==> config.mk <==
export PLATFORM = sky130hd
export DESIGN_NAME = instr_seq_ctrl
export DESIGN_NICKNAME = d
export VERILOG_FILES = /design/src/rtl/isa_pkg.sv /design/src/rtl/seq_wait_timer.sv /design/src/rtl/instr_seq_ctrl.sv
export SDC_FILE = /design/constraint.sdc
export NUM_CORES = 1
export LEC_CHECK = 0
export CAP_MARGIN = 20
export CORE_MARGIN = 8
export CORE_UTILIZATION = 30
export DETAILED_ROUTE_END_ITERATION = 10
export HOLD_SLACK_MARGIN = 0.05
export PLACE_DENSITY = 0.58
export REMOVE_ABC_BUFFERS = 1
export SETUP_SLACK_MARGIN = 0.3
export SYNTH_ARGS = -nofsm -noshare
export SYNTH_HDL_FRONTEND = slang
export SYNTH_SLANG_ARGS = --single-unit
==> constraint.sdc <==
create_clock -name clk -period 2.2 [get_ports clk]
set_clock_uncertainty 0.2 [all_clocks]
set_input_delay 0.66 -clock clk [delete_from_list [all_inputs] [get_ports clk]]
set_output_delay 0.66 -clock clk [all_outputs]
set_load 0.01 [all_outputs]
==> src/rtl/isa_pkg.sv <==
// Shared ISA definitions for the instruction sequencer:
// opcodes, ALU operation codes and controller state encodings.
package isa_pkg;

    localparam logic [3:0] OP_NOP  = 4'd0;
    localparam logic [3:0] OP_ADD  = 4'd1;
    localparam logic [3:0] OP_SUB  = 4'd2;
    localparam logic [3:0] OP_ADDI = 4'd3;
    localparam logic [3:0] OP_LD   = 4'd4;
    localparam logic [3:0] OP_ST   = 4'd5;
    localparam logic [3:0] OP_BEQZ = 4'd6;
    localparam logic [3:0] OP_HALT = 4'd7;

    localparam logic [1:0] ALU_ADD   = 2'b00;
    localparam logic [1:0] ALU_SUB   = 2'b01;
    localparam logic [1:0] ALU_PASSB = 2'b10;

    typedef enum logic [3:0] {
        S_IDLE   = 4'd0,
        S_FETCH  = 4'd1,
        S_IR_LD  = 4'd2,
        S_DECODE = 4'd3,
        S_OPA    = 4'd4,
        S_OPB    = 4'd5,
        S_EXEC   = 4'd6,
        S_WB     = 4'd7,
        S_MEM    = 4'd8,
        S_BRANCH = 4'd9,
        S_DONE   = 4'd10,
        S_ERR    = 4'd11,
        S_HALTED = 4'd12
    } state_e;

endpackage

==> src/rtl/seq_wait_timer.sv <==
// Memory wait counter; held at zero outside a wait state, so every
// FETCH/MEM visit starts counting from zero.
module seq_wait_timer #(
    parameter int TIMEOUT = 15
) (
    input  logic clk,
    input  logic reset,
    input  logic active,
    input  logic ready,
    output logic timeout
);

    localparam logic [7:0] LIMIT = 8'(TIMEOUT);

    logic [7:0] count_q, count_d;

    always_comb begin
        count_d = 8'd0;
        if (active && !ready) begin
            count_d = count_q + 8'd1;
        end else if (active) begin
            count_d = count_q;
        end
    end

    always_ff @(posedge clk) begin
        if (reset) begin
            count_q <= 8'd0;
        end else begin
            count_q <= count_d;
        end
    end

    assign timeout = active && (count_q == LIMIT);

endmodule

==> src/rtl/instr_seq_ctrl.sv <==
// One-instruction-per-start sequencer: fetch, decode and drive the
// one-hot datapath strobes of the single-bus machine.
module instr_seq_ctrl
    import isa_pkg::*;
#(
    parameter int INSTR_W = 16,
    parameter int TIMEOUT = 15
) (
    input  logic               clk,
    input  logic               reset,
    input  logic               start,
    input  logic [INSTR_W-1:0] mem_rdata,
    input  logic               mem_ready,
    input  logic               zero_flag,
    output logic               pc_out,
    output logic               mem_rd,
    output logic               mem_wr,
    output logic               ir_load,
    output logic               alu_a,
    output logic               alu_b,
    output logic               reg_out,
    output logic               imm_out,
    output logic               alu_in_en,
    output logic               alu_out_en,
    output logic               reg_dest,
    output logic               pc_inc,
    output logic               pc_load,
    output logic [1:0]         alu_op,
    output logic               busy,
    output logic               done,
    output logic               illegal,
    output logic               bus_err
);

    state_e             state_q, state_d;
    logic [INSTR_W-1:0] ir_q, ir_d;
    logic               taken_q, taken_d;
    logic               bus_q, bus_d;
    logic [3:0]         opc;
    logic [1:0]         aop;
    logic               waiting;
    logic               tmo;
    logic               ir_unused;

    assign opc       = ir_q[INSTR_W-1 -: 4];
    assign ir_unused = ^ir_q[INSTR_W-5:0];
    assign aop       = (opc == OP_SUB) ? ALU_SUB : ALU_ADD;
    assign waiting   = (state_q == S_FETCH) || (state_q == S_MEM);

    seq_wait_timer #(.TIMEOUT(TIMEOUT)) u_timer (
        .clk     (clk),
        .reset   (reset),
        .active  (waiting),
        .ready   (mem_ready),
        .timeout (tmo)
    );

    always_comb begin
        state_d = state_q;
        ir_d    = ir_q;
        taken_d = taken_q;
        bus_d   = bus_q;
        case (state_q)
            S_IDLE:   if (start) state_d = S_FETCH;
            S_FETCH: begin
                if (mem_ready) begin
                    state_d = S_IR_LD;
                    ir_d    = mem_rdata;
                end else if (tmo) begin
                    state_d = S_ERR;
                    bus_d   = 1'b1;
                end
            end
            S_IR_LD:  state_d = S_DECODE;
            S_DECODE: begin
                bus_d   = 1'b0;
                taken_d = 1'b0;
                case (opc)
                    OP_NOP:                  state_d = S_DONE;
                    OP_ADD, OP_SUB, OP_ADDI: state_d = S_OPA;
                    OP_LD, OP_ST:            state_d = S_MEM;
                    OP_BEQZ:                 state_d = S_BRANCH;
                    OP_HALT:                 state_d = S_HALTED;
                    default:                 state_d = S_ERR;
                endcase
            end
            S_OPA:    state_d = S_OPB;
            S_OPB:    state_d = S_EXEC;
            S_EXEC:   state_d = S_WB;
            S_WB:     state_d = S_DONE;
            S_MEM: begin
                if (mem_ready) begin
                    state_d = S_DONE;
                end else if (tmo) begin
                    state_d = S_ERR;
                    bus_d   = 1'b1;
                end
            end
            S_BRANCH: begin
                taken_d = zero_flag;
                state_d = S_DONE;
            end
            S_DONE:   state_d = S_IDLE;
            S_ERR:    state_d = S_IDLE;
            S_HALTED: state_d = S_HALTED;
            default:  state_d = S_IDLE;
        endcase
    end

    always_ff @(posedge clk) begin
        if (reset) begin
            state_q <= S_IDLE;
            ir_q    <= '0;
            taken_q <= 1'b0;
            bus_q   <= 1'b0;
        end else begin
            state_q <= state_d;
            ir_q    <= ir_d;
            taken_q <= taken_d;
            bus_q   <= bus_d;
        end
    end

    always_comb begin
        pc_out     = 1'b0;
        mem_rd     = 1'b0;
        mem_wr     = 1'b0;
        ir_load    = 1'b0;
        alu_a      = 1'b0;
        alu_b      = 1'b0;
        reg_out    = 1'b0;
        imm_out    = 1'b0;
        alu_in_en  = 1'b0;
        alu_out_en = 1'b0;
        reg_dest   = 1'b0;
        pc_inc     = 1'b0;
        pc_load    = 1'b0;
        alu_op     = ALU_ADD;
        done       = 1'b0;
        illegal    = 1'b0;
        bus_err    = 1'b0;
        busy       = (state_q != S_IDLE) && (state_q != S_HALTED);
        case (state_q)
            S_FETCH: begin
                pc_out = 1'b1;
                mem_rd = 1'b1;
            end
            S_IR_LD:  ir_load = 1'b1;
            S_OPA: begin
                reg_out = 1'b1;
                alu_a   = 1'b1;
            end
            S_OPB: begin
                alu_b   = 1'b1;
                imm_out = (opc == OP_ADDI);
                reg_out = (opc != OP_ADDI);
            end
            S_EXEC: begin
                alu_in_en  = 1'b1;
                alu_out_en = 1'b1;
                alu_op     = aop;
            end
            S_WB: begin
                reg_dest   = 1'b1;
                alu_out_en = 1'b1;
                alu_op     = aop;
            end
            S_MEM: begin
                imm_out  = 1'b1;
                mem_rd   = (opc == OP_LD);
                reg_dest = (opc == OP_LD);
                mem_wr   = (opc != OP_LD);
                reg_out  = (opc != OP_LD);
            end
            // Branch target comes straight off the immediate bus
            S_BRANCH: begin
                pc_load = zero_flag;
                imm_out = zero_flag;
            end
            S_DONE: begin
                done   = 1'b1;
                pc_inc = !taken_q;
            end
            S_ERR: begin
                bus_err = bus_q;
                illegal = !bus_q;
            end
            default: ;
        endcase
    end

endmodule

==> summary.md <==
| Metric | Value |
|---|---|
| CTS tree | yes |
| Slowest CP cell | dfxtp_2 |
| Max-slew violation count | 0 |
| GRT Util Overall | 11.73% |
| H-tree levels | 1 |
| Clock period minus worst slack | around 2300 ps |
| Via count | 1,425 |
| Failing checks | setup timing |
| Power Dens Cells | 484.0 nW/um^2 |
| Max-cap violations | 0 |
| Global-route wire length before repair | 6265 um |
| Worst Path Max Fanout | 4 |
| # DRC | 0 |
| Critical Path AT | 1420 ps |
| CTS Root Cell | clkbuf_8 |
| Final number of hold-violating endpoints | 0 |
| Initial Util | 30.52% |
| Main synth FF type | dfxtp_1 |
| Synth Instances | 164 |
| Worst-Skew Late Latency | roughly 270 ps |
| Final Cycle Share | 103.4% |
| Die area | 6701 um^2 |
| Num rows | 24 |
| Layout Nets | around 260 |
| Crit-path max cell delay | approximately 340 ps |
| Non-filler cells, final | 288 |
| Setup CP Type | flip-flop to primary output |
| Peak Freq | between 400 and 500 MHz |
| Port buffer count | 26 |
| Clock Tree Buf Depth | 2 |
| EDFF count, synth | 0 |
| Worst path required time | 1340 ps |
| Drt wl/cell | 13.50 um |
| DR vias/cell | 4.948 |
| Antenna viol nets, final | 0 |
| Vias in the first global route | around 1,400 |
| Dpl cells | 274 |
| Crit path max-delay family | flip-flops |
| Buffers & Inverters on Critical Path | 2 |
| Worst vdd ir | 0.2455 mV |
| Worst hold path class | flip-flop to flip-flop |
| Synth warnings | 0 |
| CTS sink count | 22 |
| Asr flop ratio synth | 0% |
| Routed WL | 3888 um |
| Area grow syn2layout | 68.65% |
| Largest net degree at the start of global routing | 14 |
| Seq/Total Area, Yosys | 33.85% |
| Setup-failing EPs final | 6 |
| Core box area | 4264 um^2 |
| Die Height | 81.86 um |
| CP Cell Sequence | nor4b_4 > buf_4 > o32a_1 > nor2_1 > buf_2 |
| # diodes | 0 |
| HPWL after DPL | 2789 um |
| CP Launch Type | flip-flop |
| Hold-fix buffers at CTS | 0 |
| Placed inst area | 1896 um^2 |
| I/O pin count | 40 |
| Mapped Area | 1301 um^2 |
| Worst-path clk slew | 80 ps |
| Crit. End Element | primary output |
| RSZ-0062 raised after global routing | yes |
| Synthesized area per cell | 7.934 um^2 |
| Die W | 81.86 um |
| Netlist cell types | 47 |
| Initial DRT Pass Iterations | 4 |
| Initial antenna violation count | 0 |
| Final setup slack of the worst path | -75.50 ps |
| Register bit total from synthesis | 22 |
| Lkg Pwr | 0.9288 nW |
| GR Overflow Total | 0 |
| Layout cell share with drive strength beyond 1 | 47.88% |
| Design Area, Final | ~2200 um^2 |
| Status | finished, violations left |
| CTS buffer count | 3 |
| Final Wtd Congestion | between 0.8 and 0.9 |
| Starting DRT DRC Count | between 50 and 60 |
-- cells by family after synthesis --
logic type      share of synthesized area, %
mux                                    1.539
fa+ha+maj                             0.9614
xor+xnor                               5.385
flops                                  33.85
compound gates                         19.90
buf+inv                                6.730
simple gates                           31.35
other cells                           0.2882
-- worst paths after layout --
| check | depth (start not counted) | to | slack (ps) | startpoint |
|---|---|---|---|---|
| max | 5 | reg_out | -80 | ir_q[14] |
| min | 2 | state_q[2] | 320 | flip-flop |
| max reg2reg | 7 | flip-flop | 310 | state_q[0] |
| min reg2reg | 2 | state_q[2] | 320 | flip-flop |
-- through the flow --
step	hold WS [ps]	total power [mW]	utilization, %	setup slack, ps	TNS (ps)
floorplan	247.9	0.5199	-	-1.526	-1.526
global placement	281.4	0.6431	44.45	-612.5	-3874
detailed placement	290.8	0.6430	44.45	-633.1	-3983
CTS	295.4	1.061	49.47	-99.79	-197.7
global route	354.4	1.118	51.47	-182.5	-815.6
finish	323.5	1.062	51.47	-75.50	-263.9
-- worst reg2reg max path: cells and delay by family (launching register included) --
| family | cells | cell delay [ps] |
|---|---|---|
| buffers and inverters | 3 | 520 |
| and+or+nand+nor | 2 | 400 |
| DFF | 1 | 350 |
| muxes | 1 | 190 |
| AOI/OAI and AO/OA | 1 | 160 |
-- metal layers --
layer / global-route usage, % / part of all wire, % / up-vias
met1: 13.81 / 46 / 656
met4: 4.211 / 1.2 / 0
li1: - / - / 737
met5: 0 / 0 / -
met2: 20.60 / 47 / 28
met3: 2.188 / 5.1 / 4
-- repair_timing --
action / 4_1_cts / 5_1_grt
resized for setup: 120 / 16
buffers inserted: 8 / 2
setup endpoints to repair: 23 / 26
hold endpoints to repair: 0 / 0
pin swaps: 10 / 7
-- cell usage after synthesis, drive strengths merged, types with 3 or more instances --
library cell | number | area, um^2
a31oi | 3 | 18.77
nand2b | 4 | 25.02
nor4b | 3 | 41.29
a311oi | 3 | 32.53
a21oi | 7 | 35.03
o21ai | 5 | 25.02
clkbuf | 9 | 33.78
nand2 | 14 | 52.55
xor2 | 6 | 52.55
nor4 | 3 | 18.77
nor3 | 9 | 45.04
inv | 5 | 18.77
and3 | 3 | 18.77
dfxtp | 22 | 440.4
buf | 4 | 35.03
nor2 | 23 | 86.33
nand3 | 7 | 35.03
-- power by group --
group,total [mW],leakage [nW],internal [mW],switching (mW)
registers,0.425,0.183,0.410,0.0148
clock network,0.384,0.0357,0.243,0.140
logic,0.254,0.710,0.135,0.118
-- cells in the final DEF (no fill, tap or decap), types with 3 or more instances in the layout --
cell type	Yosys	final
a21oi_1	7	7
a31oi_1	3	3
buf_2	1	14
buf_4	1	42
buf_6	2	16
clkbuf_8	0	3
clkdlybuf4s50_1	0	6
dfxtp_1	22	14
dfxtp_2	0	4
dfxtp_4	0	4
inv_1	5	3
nand2_1	14	13
nand3_1	7	5
nor2_1	23	21
nor3_1	9	4
nor3_2	0	5
nor4b_4	1	3
o21ai_0	5	4
xor2_1	6	6
-- cell type report --
class | count | area (um^2)
Fill cell | 436 | 2069
Multi-Input combinational cell | 124 | 919.6
Timing Repair Buffer | 81 | 654.4
Sequential cell | 22 | 460.4
Tap cell | 52 | 65.06
Clock buffer | 3 | 41.29
Clock inverter | 1 | 30.03
Inverter | 5 | 23.77
No activity file was read; power rests on OpenSTA's default activity.
